--- src/rtl/ir_protocol_pkg.sv ---
// Shared IR command-link protocol definition: unit counts, payload width and FSM state encoding.
// Imported by both ir_transmitter and ir_receiver so the two ends cannot drift apart.
package ir_protocol_pkg;

    localparam int START_UNITS  = 4;
    localparam int ONE_UNITS    = 2;
    localparam int ZERO_UNITS   = 1;
    localparam int SPACE_UNITS  = 1;
    localparam int NBITS        = 12;
    localparam int REPEAT_COUNT = 3;

    typedef enum logic [3:0] {
        ST_IDLE        = 4'd0,
        ST_START_MARK  = 4'd1,
        ST_START_SPACE = 4'd2,
        ST_BIT_MARK    = 4'd3,
        ST_BIT_SPACE   = 4'd4,
        ST_GAP         = 4'd5
    } ir_state_e;

    function automatic logic is_mark(input ir_state_e s);
        return (s == ST_START_MARK) || (s == ST_BIT_MARK);
    endfunction

endpackage

--- src/rtl/ir_carrier_gen.sv ---
// 40 kHz carrier for the IR LED, phase-restarted at the first cycle of every mark.
// The output flop already includes the envelope gating, so it can drive the pin directly.
module ir_carrier_gen #(
    parameter int CARRIER_HALF = 312
) (
    input  logic clock,
    input  logic reset,
    input  logic restart,
    input  logic enable,
    output logic carrier
);

    localparam int CW = $clog2(CARRIER_HALF + 1);
    localparam logic [CW-1:0] HALF_LAST = CW'(CARRIER_HALF - 1);

    logic [CW-1:0] cnt_q, cnt_d;
    logic          phase_q, phase_d;
    logic          out_q, out_d;

    always_comb begin
        cnt_d   = cnt_q;
        phase_d = phase_q;
        if (restart) begin
            cnt_d   = '0;
            phase_d = 1'b1;
        end else if (cnt_q == HALF_LAST) begin
            cnt_d   = '0;
            phase_d = ~phase_q;
        end else begin
            cnt_d = cnt_q + CW'(1);
        end
        out_d = enable & phase_d;
    end

    always_ff @(posedge clock) begin
        if (reset) begin
            cnt_q   <= '0;
            phase_q <= 1'b0;
            out_q   <= 1'b0;
        end else begin
            cnt_q   <= cnt_d;
            phase_q <= phase_d;
            out_q   <= out_d;
        end
    end

    assign carrier = out_q;

endmodule

--- src/rtl/ir_transmitter.sv ---
// Serializes a 12-bit move command into a pulse-width-coded IR frame on a 40 kHz carrier.
// Define IR_TX_REPEAT_EN to send each command three times separated by GAP_UNITS idle units.
module ir_transmitter
    import ir_protocol_pkg::*;
#(
    parameter int UNIT_CYCLES  = 15000,
    parameter int CARRIER_HALF = 312,
    parameter int GAP_UNITS    = 75
) (
    input  logic             clock,
    input  logic             reset,
    input  logic             start,
    input  logic [NBITS-1:0] data,
    output logic             busy,
    output logic             done,
    output logic             envelope,
    output logic             ir_out,
    output logic [3:0]       state
);

    localparam int UW = $clog2(UNIT_CYCLES + 1);
    localparam int NW = 7;
    localparam int IW = $clog2(NBITS);
    localparam logic [UW-1:0] UNIT_LAST = UW'(UNIT_CYCLES - 1);

    ir_state_e        state_q, state_d;
    logic [NBITS-1:0] shift_q, shift_d;
    logic [IW-1:0]    bit_idx_q, bit_idx_d;
    logic [UW-1:0]    unit_cnt_q, unit_cnt_d;
    logic [NW-1:0]    unit_num_q, unit_num_d;
    logic             busy_q, busy_d;
    logic             done_q, done_d;
    logic             envelope_q, envelope_d;
    logic [NW-1:0]    dur_units;
    logic             unit_last;
    logic             carrier_restart;
`ifdef IR_TX_REPEAT_EN
    logic [1:0]       rep_q, rep_d;
    logic [NBITS-1:0] word_q, word_d;
`endif

    always_comb begin
        case (state_q)
            ST_START_MARK:                 dur_units = NW'(START_UNITS);
            ST_BIT_MARK:                   dur_units = shift_q[0] ? NW'(ONE_UNITS) : NW'(ZERO_UNITS);
            ST_START_SPACE, ST_BIT_SPACE:  dur_units = NW'(SPACE_UNITS);
            ST_GAP:                        dur_units = NW'(GAP_UNITS);
            default:                       dur_units = NW'(1);
        endcase
    end

    assign unit_last = (unit_cnt_q == UNIT_LAST) && (unit_num_q == dur_units - NW'(1));

    always_comb begin
        state_d    = state_q;
        shift_d    = shift_q;
        bit_idx_d  = bit_idx_q;
        unit_cnt_d = unit_cnt_q;
        unit_num_d = unit_num_q;
        busy_d     = busy_q;
        done_d     = 1'b0;
`ifdef IR_TX_REPEAT_EN
        rep_d      = rep_q;
        word_d     = word_q;
`endif
        if (state_q != ST_IDLE) begin
            if (unit_cnt_q == UNIT_LAST) begin
                unit_cnt_d = '0;
                unit_num_d = unit_last ? '0 : unit_num_q + NW'(1);
            end else begin
                unit_cnt_d = unit_cnt_q + UW'(1);
            end
        end
        case (state_q)
            ST_IDLE: begin
                if (start) begin
                    state_d    = ST_START_MARK;
                    shift_d    = data;
                    bit_idx_d  = '0;
                    unit_cnt_d = '0;
                    unit_num_d = '0;
                    busy_d     = 1'b1;
`ifdef IR_TX_REPEAT_EN
                    word_d     = data;
                    rep_d      = '0;
`endif
                end
            end
            ST_START_MARK:  if (unit_last) state_d = ST_START_SPACE;
            ST_START_SPACE: if (unit_last) state_d = ST_BIT_MARK;
            ST_BIT_MARK:    if (unit_last) state_d = ST_BIT_SPACE;
            ST_BIT_SPACE: begin
                if (unit_last) begin
                    shift_d   = shift_q >> 1;
                    bit_idx_d = bit_idx_q + IW'(1);
                    if (bit_idx_q == IW'(NBITS - 1)) begin
`ifdef IR_TX_REPEAT_EN
                        if (rep_q == 2'(REPEAT_COUNT - 1)) begin
                            state_d = ST_IDLE;
                            busy_d  = 1'b0;
                            done_d  = 1'b1;
                        end else begin
                            state_d = ST_GAP;
                            rep_d   = rep_q + 2'd1;
                        end
`else
                        state_d = ST_IDLE;
                        busy_d  = 1'b0;
                        done_d  = 1'b1;
`endif
                    end else begin
                        state_d = ST_BIT_MARK;
                    end
                end
            end
            ST_GAP: begin
                if (unit_last) begin
`ifdef IR_TX_REPEAT_EN
                    state_d   = ST_START_MARK;
                    shift_d   = word_q;
                    bit_idx_d = '0;
`else
                    state_d   = ST_IDLE;
                    busy_d    = 1'b0;
`endif
                end
            end
            default: begin
                state_d = ST_IDLE;
                busy_d  = 1'b0;
            end
        endcase
        envelope_d = is_mark(state_d);
    end

    // Carrier phase restarts exactly when the envelope is about to rise.
    assign carrier_restart = envelope_d & ~envelope_q;

    always_ff @(posedge clock) begin
        if (reset) begin
            state_q    <= ST_IDLE;
            shift_q    <= '0;
            bit_idx_q  <= '0;
            unit_cnt_q <= '0;
            unit_num_q <= '0;
            busy_q     <= 1'b0;
            done_q     <= 1'b0;
            envelope_q <= 1'b0;
`ifdef IR_TX_REPEAT_EN
            rep_q      <= '0;
            word_q     <= '0;
`endif
        end else begin
            state_q    <= state_d;
            shift_q    <= shift_d;
            bit_idx_q  <= bit_idx_d;
            unit_cnt_q <= unit_cnt_d;
            unit_num_q <= unit_num_d;
            busy_q     <= busy_d;
            done_q     <= done_d;
            envelope_q <= envelope_d;
`ifdef IR_TX_REPEAT_EN
            rep_q      <= rep_d;
            word_q     <= word_d;
`endif
        end
    end

    ir_carrier_gen #(
        .CARRIER_HALF (CARRIER_HALF)
    ) u_carrier (
        .clock   (clock),
        .reset   (reset),
        .restart (carrier_restart),
        .enable  (envelope_d),
        .carrier (ir_out)
    );

    assign busy     = busy_q;
    assign done     = done_q;
    assign envelope = envelope_q;
    assign state    = state_q;

endmodule

--- config.mk ---
export PLATFORM = sky130hd
export DESIGN_NAME = ir_transmitter
export DESIGN_NICKNAME = d
export VERILOG_FILES = /design/src/rtl/ir_protocol_pkg.sv /design/src/rtl/ir_carrier_gen.sv /design/src/rtl/ir_transmitter.sv
export SDC_FILE = /design/constraint.sdc
export NUM_CORES = 1
export LEC_CHECK = 0
export CAP_MARGIN = 20
export CORE_MARGIN = 2
export CORE_UTILIZATION = 55
export CTS_CLUSTER_SIZE = 14
export DETAILED_ROUTE_END_ITERATION = 12
export DONT_BUFFER_PORTS = 1
export GPL_TIMING_DRIVEN = 1
export PLACE_DENSITY = 0.7
export SYNTH_ARGS = -nofsm -noshare
export SYNTH_HDL_FRONTEND = slang
export SYNTH_HIERARCHICAL = 1
export SYNTH_SLANG_ARGS = --single-unit
--- constraint.sdc ---
create_clock -name clock -period 5.5 [get_ports clock]
set_input_delay 0.55 -clock clock [delete_from_list [all_inputs] [get_ports clock]]
set_output_delay 0.55 -clock clock [all_outputs]
set_load 0.05 [all_outputs]
==> results.sh, run 1 <==
export IMPL_status="complete, no violations"
export IMPL_yosysTopAreaCell="dfxtp_1"
export IMPL_fin_crit_sh_pct=75.1
export IMPL_hold_buffers=0
export IMPL_io_pins=23
export IMPL_grt_antenna_before_repair=0
export IMPL_p_int_uw=564
export IMPL_placeableCoreArea_um2=4820
export IMPL_grt_overflow=0
export IMPL_vias=2330
export IMPL_h_tree_depth=2
export IMPL_hold_viol=0
export IMPL_hpwlAfterDp_mm=3.88
export IMPL_clock_sinks=55
export IMPL_p_clk_share_pct=37.1
export IMPL_postRouteAntennaNets=0
export IMPL_rsz0062_at_grt="false"
export IMPL_async_reset_ff_share_pct=0
export IMPL_num_antenna_cells=0
export IMPL_p_switching_uw=176
export IMPL_syn_to_final_growth_pct=5.02
export IMPL_min_delay_start="reset"
export IMPL_skew_ns=0.0103
export IMPL_synthFlopType="dfxtp_1"
export IMPL_synthXorXnorAreaFrac_pct=4.39
export IMPL_p_per_area_nw_per_um2=252
export IMPL_peakVddDrop_mv=0.114
export IMPL_finalSetupTns_ns=0
export IMPL_fillers=445
export IMPL_synth_avg_cell_area_um2=8.05
export IMPL_yosysSeqAreaShare_pct=39.4
export IMPL_cts_buffers=5
export IMPL_grt_usage_pct=20.2
export IMPL_yosys_area_share_adder_pct=2.24
export IMPL_cts_tree="done"
export IMPL_fin_ws_ns=1.37
export IMPL_grt_pass1_vias=2004
export IMPL_required_ns=5.69
export IMPL_p_sw_share_pct=23.8
export IMPL_cts_root_buf="clkbuf_8"
export IMPL_startpoint="state[1]"
export IMPL_post_route_util_pct=60.9
export IMPL_die_area_um2=5670
export IMPL_ys_top_cells_by_area="dfxtp_1 (39%), nor2_1 (8.3%), o221a_2 (4.4%)"
export IMPL_drt_wl_total_mm=5.51
export IMPL_gp_congestion=0.861
export IMPL_routed_via_density=5.72
export IMPL_io_buffer_count=0
export IMPL_yosys_area_share_simple_pct=33.9
export IMPL_drc=0
export IMPL_clock_latency_ns=0.31
export IMPL_fmax_mhz=242
export IMPL_path_clk_slew_ns=0.11
export IMPL_cts_max_path_buffers=2
export IMPL_rows=25
export IMPL_grt_start_max_net_pins=37
export IMPL_setup_violations=0
export IMPL_synth_top_area_share_pct=39.4
export IMPL_dp_slack_ns=1.39
export IMPL_combPwrFrac_pct=5.9
export IMPL_muxShareOfSynthArea_pct=1.25
export IMPL_syn_nets=367
export IMPL_synth_compound_area_share_pct=15.4
export IMPL_period_needed_ns=4.13
export IMPL_synth_edf_count=0
export IMPL_drv_cap=0
export IMPL_cts_resized=0
export IMPL_worst_setup_path_type="reg2reg"
export IMPL_fin_nets=359
export IMPL_synth_seq_cells=55
export IMPL_max_slew_worst_pin_slew_ns=0.904
export IMPL_endpoint_kind="register"
export IMPL_grt_pass1_wl_mm=8.96
export IMPL_synthCells=347
export IMPL_holdWs_ns=0.296
export IMPL_start_util_pct=58.0
export IMPL_detail_route_wl_per_cell_um=13.5
export IMPL_dieHeight_um=75.3
export IMPL_slew_headroom_pct=39.6
export IMPL_path_max_fanout=13
export IMPL_hp_class="in2reg"
export IMPL_leakagePower_uw=0.00102
export IMPL_ys_types=53
export IMPL_ys_warn_count=6
export IMPL_drive_above_1_share_pct=9.12
export IMPL_critPathArrivalTime_ns=4.32
export IMPL_die_w_um=75.3
export IMPL_post_cts_buffers=0
export IMPL_synth_area_um2=2790
export IMPL_synth_top_family_by_area="simple AND/OR/NAND/NOR gates"
export IMPL_firstDrtPassIters=4
export IMPL_seqPwrFrac_pct=57.0
export IMPL_slew_violations=0
export IMPL_start_kind="register"
export IMPL_drtIter0Drc=145
export IMPL_r2r_start="state[1]"
-- per-stage QoR --
step / std cells / cell area (um2) / total power [uW]
2_1_floorplan: 347 / 2790 / 469
3_3_place_gp: 399 / 2820 / 474
3_5_place_dp: 399 / 2820 / 475
4_1_cts: 407 / 2930 / 745
5_1_grt: 407 / 2930 / 765
6_report: 407 / 2930 / 741
-- synth_stat cells, types with 2 or more instances --
| cell | count |
|---|---|
| buf_2 | 2 |
| o221a_2 | 11 |
| or3b_1 | 3 |
| nor2_1 | 62 |
| clkbuf_1 | 13 |
| a22oi_1 | 2 |
| o21ai_1 | 3 |
| nand3b_1 | 5 |
| nor2_2 | 2 |
| dfxtp_1 | 55 |
| nor3b_1 | 4 |
| nor2b_1 | 2 |
| nor4_1 | 7 |
| nand3_1 | 15 |
| o21ai_0 | 15 |
| or3_1 | 5 |
| ha_1 | 5 |
| nand4b_1 | 4 |
| nand4bb_1 | 2 |
| mux2i_1 | 2 |
| a31oi_1 | 3 |
| nand4_1 | 5 |
| nand2_1 | 29 |
| xnor2_1 | 8 |
| nand2b_1 | 6 |
| inv_1 | 7 |
| a21oi_1 | 24 |
| xor2_1 | 6 |
| and3_1 | 4 |
| nor3_1 | 13 |
-- layout by cell type, fill, tap and decap left out, drive strengths merged, types with 3 or more instances in the layout --
master | Yosys | final
nor3 | 13 | 13
xor2 | 6 | 6
nand2b | 6 | 6
o221a | 11 | 11
nand4b | 4 | 4
nand2 | 29 | 29
or3 | 5 | 5
or3b | 4 | 4
dfxtp | 55 | 55
a21oi | 24 | 24
nor2 | 64 | 64
nor4 | 8 | 8
a31oi | 3 | 3
nand4 | 5 | 5
clkbuf | 13 | 5
and3 | 5 | 5
nor3b | 4 | 4
ha | 5 | 5
inv | 7 | 8
nand3 | 15 | 15
o21ai | 19 | 19
nand3b | 5 | 5
xnor2 | 8 | 8
-- worst max-delay path, cell delays in order, from the launching register on --
cell     delay, ns
dfxtp_1       0.88
inv_1         0.13
nor2_1        0.20
a21oi_1       0.10
or3b_2        0.45
ha_1          0.30
xnor2_1       0.12
nor2_1        0.15
nand2_1       0.07
or4_1         0.65
mux2_4        0.38
nor2_2        0.16
nor2_1        0.08
o21ai_1       0.27
nor2_1        0.09
-- sequential cells by signal (all words and copies together) (netlist names), 4 cells and up --
register,cells
unit_num_q,7
unit_cnt_q,14
shift_q,12
bit_idx_q,4
u_carrier/cnt_q,9
state,4
-- layout make-up --
| class | count | area (um2) | share of cell area (%) |
|---|---|---|---|
| repair buffers | 1 | 7.51 | 0.256 |
| clock inverters | 3 | 46.3 | 1.58 |
| inverters | 7 | 26.3 | 0.896 |
| multi-input cells | 269 | 1600 | 54.5 |
| well taps | 67 | 83.8 | 2.86 |
| flip-flops and latches | 55 | 1100 | 37.5 |
| clock buffers | 5 | 68.8 | 2.35 |
-- power groups by stage --
stage | clock [uW] | combinational [uW] | sequential [uW]
global route | 292 | 49.6 | 424
finish | 275 | 43.5 | 423
detailed placement | 0 | 43.4 | 432
CTS | 279 | 43.7 | 423
global placement | 0 | 42.9 | 432
floorplan | 0 | 40.4 | 428
-- final timing paths --
kind              slack (ns)  cells after the start            endpoint
setup / recovery        1.37                     14  u_carrier/cnt_q[4]
setup reg to reg        1.37                     14  u_carrier/cnt_q[4]
hold / removal          0.30                      1        bit_idx_q[1]
hold reg to reg         0.47                      2         shift_q[11]
-- kinds of logic after synthesis --
family                     count (synthesis)
and+or+nand+nor                          181
AOI/OAI and AO/OA                         65
adders and majority gates                  5
muxes                                      3
xor gates and xnor gates                  14
DFF                                       55
buffers and inverters                     23
other                                      1
-- metal layers --
metal  track usage (%)  vias to the layer above  share of wire (%)
met5                 0                        -                  0
met4              7.21                        0                1.4
met3              3.61                        7                3.6
met2              32.4                       39                 45
met1              27.5                     1067                 50
li1                  -                     1217                  -
No activity file was read; power rests on OpenSTA's default activity.
==> inputs of run 2 (changes only) <==
--- a/config.mk
+++ b/config.mk
@@ -12,7 +12,7 @@
 export DETAILED_ROUTE_END_ITERATION = 12
 export DONT_BUFFER_PORTS = 1
 export GPL_TIMING_DRIVEN = 1
-export PLACE_DENSITY = 0.7
+export PLACE_DENSITY = 0.73
 export SYNTH_ARGS = -nofsm -noshare
 export SYNTH_HDL_FRONTEND = slang
 export SYNTH_HIERARCHICAL = 1
==> constraint.sdc (replaced) <==
create_clock -name clock -period 3.7 [get_ports clock]
set_input_delay 0.37 -clock clock [delete_from_list [all_inputs] [get_ports clock]]
set_output_delay 0.37 -clock clock [all_outputs]
set_load 0.05 [all_outputs]
==> results.sh, run 2 (synthesis gave the netlist of run 1 again) <==
export IMPL_r2r_slack_ns=0.28
export IMPL_dr_wl_met2_mm=2.55
export IMPL_start_kind="register"
export IMPL_slew_violations=0
export IMPL_dr_max_layer_used="met4"
export IMPL_critPathArrivalTime_ns=3.61
export IMPL_grt_usage_pct=21.0
export IMPL_drv_cap=0
export IMPL_clock_latency_ns=0.31
export IMPL_placeableCoreArea_um2=4820
export IMPL_final_cell_mix="nor2_1 (62), dfxtp_1 (53), nand2_1 (29), a21oi_1 (24)"
export IMPL_leakagePower_uw=0.00104
export IMPL_p_clk_share_pct=32.7
export IMPL_grt_start_max_net_pins=37
export IMPL_vias=2410
export IMPL_h_tree_depth=2
export IMPL_slew_headroom_pct=55.0
export IMPL_peakVddDrop_mv=0.189
export IMPL_dieHeight_um=75.3
export IMPL_largestRegisters="unit_cnt_q: 14 flops, shift_q: 12 flops, u_carrier/cnt_q: 9 flops"
export IMPL_design_area_um2=2960
export IMPL_hold_viol=0
export IMPL_p_int_uw=772
export IMPL_grt_overflow=0
export IMPL_p_sw_share_pct=25.1
export IMPL_combPwrFrac_pct=6.9
export IMPL_gp_congestion=0.827
export IMPL_fin_crit_sh_pct=92.5
export IMPL_required_ns=3.89
export IMPL_post_dp_cell_area_um2=2870
export IMPL_p_switching_uw=259
export IMPL_path_max_fanout=8
export IMPL_die_w_um=75.3
export IMPL_hp_class="in2reg"
export IMPL_num_antenna_cells=0
export IMPL_post_cts_buffers=0
export IMPL_seqPwrFrac_pct=60.5
export IMPL_skew_ns=0.0119
export IMPL_rsz0062_at_grt="false"
export IMPL_hold_buffers=0
export IMPL_r2r_start="state[1]"
export IMPL_worst_setup_path_type="reg2reg"
export IMPL_reg2reg_to="u_carrier/cnt_q[3]"
export IMPL_grt_pass1_vias=2060
export IMPL_postRouteAntennaNets=0
export IMPL_final_common_cell="nor2_1"
export IMPL_period_needed_ns=3.42
export IMPL_hpwlAfterDp_mm=4.01
export IMPL_drt_wl_total_mm=5.63
export IMPL_detail_route_wl_per_cell_um=13.6
export IMPL_endpoint_kind="register"
export IMPL_fin_nets=365
export IMPL_drc=0
export IMPL_start_util_pct=58.0
export IMPL_rr_worst_depth=14
export IMPL_path_clk_slew_ns=0.10
export IMPL_wl_met1_mm=2.69
export IMPL_finalSetupTns_ns=0
export IMPL_drive_above_1_share_pct=11.3
export IMPL_cts_tree="done"
export IMPL_cts_resized=0
export IMPL_status="complete, no violations"
export IMPL_cts_max_path_buffers=2
export IMPL_io_pins=23
export IMPL_p_per_area_nw_per_um2=348
export IMPL_max_slew_worst_pin_slew_ns=0.668
export IMPL_rows=25
export IMPL_io_buffer_count=0
export IMPL_cp_endpoint="u_carrier/cnt_q[3]"
export IMPL_firstDrtPassIters=4
export IMPL_wl_met3_um=298
export IMPL_drtIter0Drc=158
export IMPL_die_area_um2=5670
export IMPL_largest_register="unit_cnt_q"
export IMPL_cts_root_buf="clkbuf_8"
export IMPL_clock_sinks=55
export IMPL_setup_violations=0
export IMPL_routed_via_density=5.84
export IMPL_cts_buffers=5
export IMPL_grt_antenna_before_repair=0
export IMPL_largest_register_ffs=14
export IMPL_fmax_mhz=292
export IMPL_syn_to_final_growth_pct=5.87
export IMPL_startpoint="state[1]"
export IMPL_grt_pass1_wl_mm=9.29
run 2: cell types whose count changed in the layout (fill, tap and decap cells not counted):
| cell | change |
|---|---|
| buf_4 | +6 |
| dfxtp_1 | -2 |
| clkinvlp_4 | -1 |
| clkinv_4 | +1 |
| clkinv_2 | +1 |
| dfxtp_2 | +2 |
| bufinv_16 | -1 |
run 2: worst min path at each step:
stage | from | end | slack [ns] | cells after the start
floorplan | u_carrier/cnt_q[0] | u_carrier/cnt_q[0] | 0.43 | 1
global placement | shift_q[11] | shift_q[11] | 0.45 | 2
detailed placement | reset | u_carrier/phase_q | 0.45 | 1
CTS | reset | unit_cnt_q[2] | 0.11 | 1
global route | reset | u_carrier/phase_q | 0.1 | 1
finish | reset | u_carrier/phase_q | 0.12 | 1
run 2: layout make-up:
type,count,area [um2]
multi-input cells,269,1600
fillers,438,1860
clock inverters,3,22.5
inverters,7,26.3
repair buffers,7,52.6
clock buffers,5,68.8
flip-flops and latches,55,1100
well taps,67,83.8
run 2: per-layer routing:
layer,up-vias,track usage [%]
met4,0,6.24
met1,1100,27.5
li1,1237,-
met3,10,5.22
met5,-,0
met2,63,34.4
run 2: per-stage QoR:
step           cells  hold slack, ns  setup slack (ns)  total power, uW  utilization, %
6_report         413           0.121             0.278             1030            61.4
5_1_grt          413          0.0990            0.0167             1080            61.4
4_1_cts          413           0.109             0.289             1040            61.4
3_5_place_dp     405           0.450             0.307              707            59.5
3_3_place_gp     405           0.446             0.385              706            59.5
2_1_floorplan    347           0.430            0.0341              696               -
run 2: power groups by stage:
stage	logic, uW	registers, uW	clock network [uW]
after floorplan	60.1	636	0
after global placement	69.2	636	0
after detailed placement	70.3	637	0
after CTS	70.7	623	347
after global routing	80.4	625	370
final	70.6	623	337
run 2: worst max-delay path, stage by stage, from the launching register on:
cell	delay [ns]
dfxtp_2	0.41
inv_1	0.07
nor2_1	0.15
a21oi_1	0.08
or3b_2	0.46
ha_1	0.24
xnor2_1	0.22
xnor2_1	0.14
nand2b_1	0.16
or4_1	0.46
mux2_4	0.35
nor2_2	0.14
nor2_1	0.07
o21ai_1	0.28
nor2_1	0.09
==> inputs of run 3 (changes only) <==
--- a/config.mk
+++ b/config.mk
@@ -6,13 +6,15 @@
 export NUM_CORES = 1
 export LEC_CHECK = 0
 export CAP_MARGIN = 20
-export CORE_MARGIN = 2
-export CORE_UTILIZATION = 55
+export CELL_PAD_IN_SITES_DETAIL_PLACEMENT = 1
+export CELL_PAD_IN_SITES_GLOBAL_PLACEMENT = 2
+export CORE_MARGIN = 10
+export CORE_UTILIZATION = 34
 export CTS_CLUSTER_SIZE = 14
 export DETAILED_ROUTE_END_ITERATION = 12
 export DONT_BUFFER_PORTS = 1
 export GPL_TIMING_DRIVEN = 1
-export PLACE_DENSITY = 0.73
+export PLACE_DENSITY_LB_ADDON = 0.1
 export SYNTH_ARGS = -nofsm -noshare
 export SYNTH_HDL_FRONTEND = slang
 export SYNTH_HIERARCHICAL = 1
==> results.sh, run 3 (synthesis gave the netlist of run 1 again) <==
export IMPL_path_clk_slew_ns=0.11
export IMPL_grt_antenna_before_repair=0
export IMPL_wl_met1_mm=3.58
export IMPL_cts_root_buf="clkbuf_8"
export IMPL_hold_viol=0
export IMPL_clock_sinks=55
export IMPL_setup_violations=0
export IMPL_dr_max_layer_used="met4"
export IMPL_p_per_area_nw_per_um2=371
export IMPL_num_antenna_cells=0
export IMPL_p_switching_uw=272
export IMPL_power_total_uw=1130
export IMPL_fmax_mhz=296
export IMPL_finalSetupTns_ns=0
export IMPL_routed_via_density=5.35
export IMPL_postRouteAntennaNets=0
export IMPL_rows=33
export IMPL_syn_to_final_growth_pct=9.05
export IMPL_cts_max_path_buffers=2
export IMPL_final_common_cell="nor2_1"
export IMPL_start_util_pct=34.5
export IMPL_grt_overflow=0
export IMPL_required_ns=3.88
export IMPL_detail_route_wl_per_cell_um=16.0
export IMPL_p_sw_share_pct=24.0
export IMPL_cts_buffers=5
export IMPL_grt_pass1_wl_mm=12.6
export IMPL_drv_cap=0
export IMPL_period_needed_ns=3.38
export IMPL_status="complete, no violations"
export IMPL_combPwrFrac_pct=6.8
export IMPL_hp_class="in2reg"
export IMPL_p_clk_share_pct=38.1
export IMPL_die_area_um2=12200
export IMPL_gp_congestion=0.743
export IMPL_wl_met3_um=256
export IMPL_vias=2419
export IMPL_cts_tree="done"
export IMPL_dieHeight_um=111
export IMPL_path_max_fanout=5
export IMPL_firstDrtPassIters=4
export IMPL_grt_pass1_vias=2466
export IMPL_grt_usage_pct=11.8
export IMPL_hpwlAfterDp_mm=5.32
export IMPL_drt_wl_total_mm=7.22
export IMPL_drc=0
export IMPL_io_buffer_count=0
export IMPL_slew_headroom_pct=45.5
export IMPL_p_int_uw=860
export IMPL_drive_above_1_share_pct=11.8
export IMPL_peakVddDrop_mv=0.168
export IMPL_skew_ns=0.00666
export IMPL_placeableCoreArea_um2=8090
export IMPL_final_cell_mix="nor2_1 (62), dfxtp_1 (53), nand2_1 (29), a21oi_1 (24)"
export IMPL_fillers=1001
export IMPL_worst_setup_path_type="reg2reg"
export IMPL_h_tree_depth=2
export IMPL_drtIter0Drc=105
export IMPL_start_kind="register"
export IMPL_io_pins=23
export IMPL_rsz0062_at_grt="false"
export IMPL_endpoint_kind="register"
export IMPL_fin_crit_sh_pct=91.4
export IMPL_largest_register_ffs=14
export IMPL_largest_register="unit_cnt_q"
export IMPL_clock_latency_ns=0.30
export IMPL_slew_violations=0
export IMPL_die_w_um=111
export IMPL_max_slew_worst_pin_slew_ns=0.811
export IMPL_seqPwrFrac_pct=55.0
export IMPL_grt_start_max_net_pins=37
export IMPL_fin_nets=366
export IMPL_largestRegisters="unit_cnt_q: 14 flops, shift_q: 12 flops, u_carrier/cnt_q: 9 flops"
export IMPL_leakagePower_uw=0.00106
export IMPL_critPathArrivalTime_ns=3.56
export IMPL_dr_wl_met2_mm=3.24
-- run 3: power groups by stage --
stage	Sequential [uW]	Clock (uW)	Combinational, uW
2_1_floorplan	636	0	60.1
3_3_place_gp	636	0	76.5
3_5_place_dp	636	0	78.0
4_1_cts	623	451	78.5
5_1_grt	625	476	88.2
6_report	623	432	77.5
-- run 3: what timing repair did --
item	4_1_cts	5_1_grt
buffers inserted	0	0
hold endpoints to repair	0	0
endpoints found under the setup margin	0	4
gates resized for setup	0	1
hold buffers	0	0
-- run 3: per-stage QoR --
step / utilization [%] / area (um2) / instances / worst slack, ns / hold slack [ns]
final: 37.6 / 3050 / 452 / 0.319 / 0.125
after global routing: 37.6 / 3050 / 452 / 0.0548 / 0.102
after CTS: 37.6 / 3040 / 452 / 0.229 / 0.113
after detailed placement: 36.1 / 2920 / 444 / 0.241 / 0.454
after global placement: 36.1 / 2920 / 444 / 0.334 / 0.439
after floorplan: - / 2800 / 347 / 0.0341 / 0.430
-- run 3: routing by layer --
layer	vias to the layer above	GRT usage, %
met1	1153	15.7
met5	-	0
met3	8	2.98
met4	0	3.39
met2	30	18.4
li1	1228	-
-- run 3: critical path: stages, from the launching register on --
cell       delay [ns]
dfxtp_2          0.37
inv_1            0.06
nor2_1           0.16
a21oi_1          0.11
or3b_2           0.47
ha_1             0.30
xnor2_1          0.12
nor2_1           0.15
nand2_1          0.08
or4_1            0.56
mux2_4           0.26
nor2_2           0.05
nor4b_1          0.48
a2111oi_2        0.10
-- run 3: area by class of cell --
type | instances | area (um2) | share of cell area [%]
clock inverter | 2 | 38.8 | 1.27
timing repair buffer | 8 | 60.1 | 1.97
sequential | 55 | 1100 | 36.2
multi-input combinational | 269 | 1600 | 52.6
clock buffer | 6 | 82.6 | 2.71
tap | 105 | 131 | 4.31
inverter | 7 | 26.3 | 0.862
-- run 3: path summary, 6_finish.rpt --
kind / cells past startpoint / slack [ns] / start / end
worst max register to register: 13 / 0.32 / state[1] / u_carrier/carrier
worst max-delay path: 13 / 0.32 / state[1] / u_carrier/carrier
worst min-delay path: 1 / 0.13 / reset / u_carrier/cnt_q[2]
worst min register to register: 2 / 0.47 / shift_q[11] / shift_q[11]
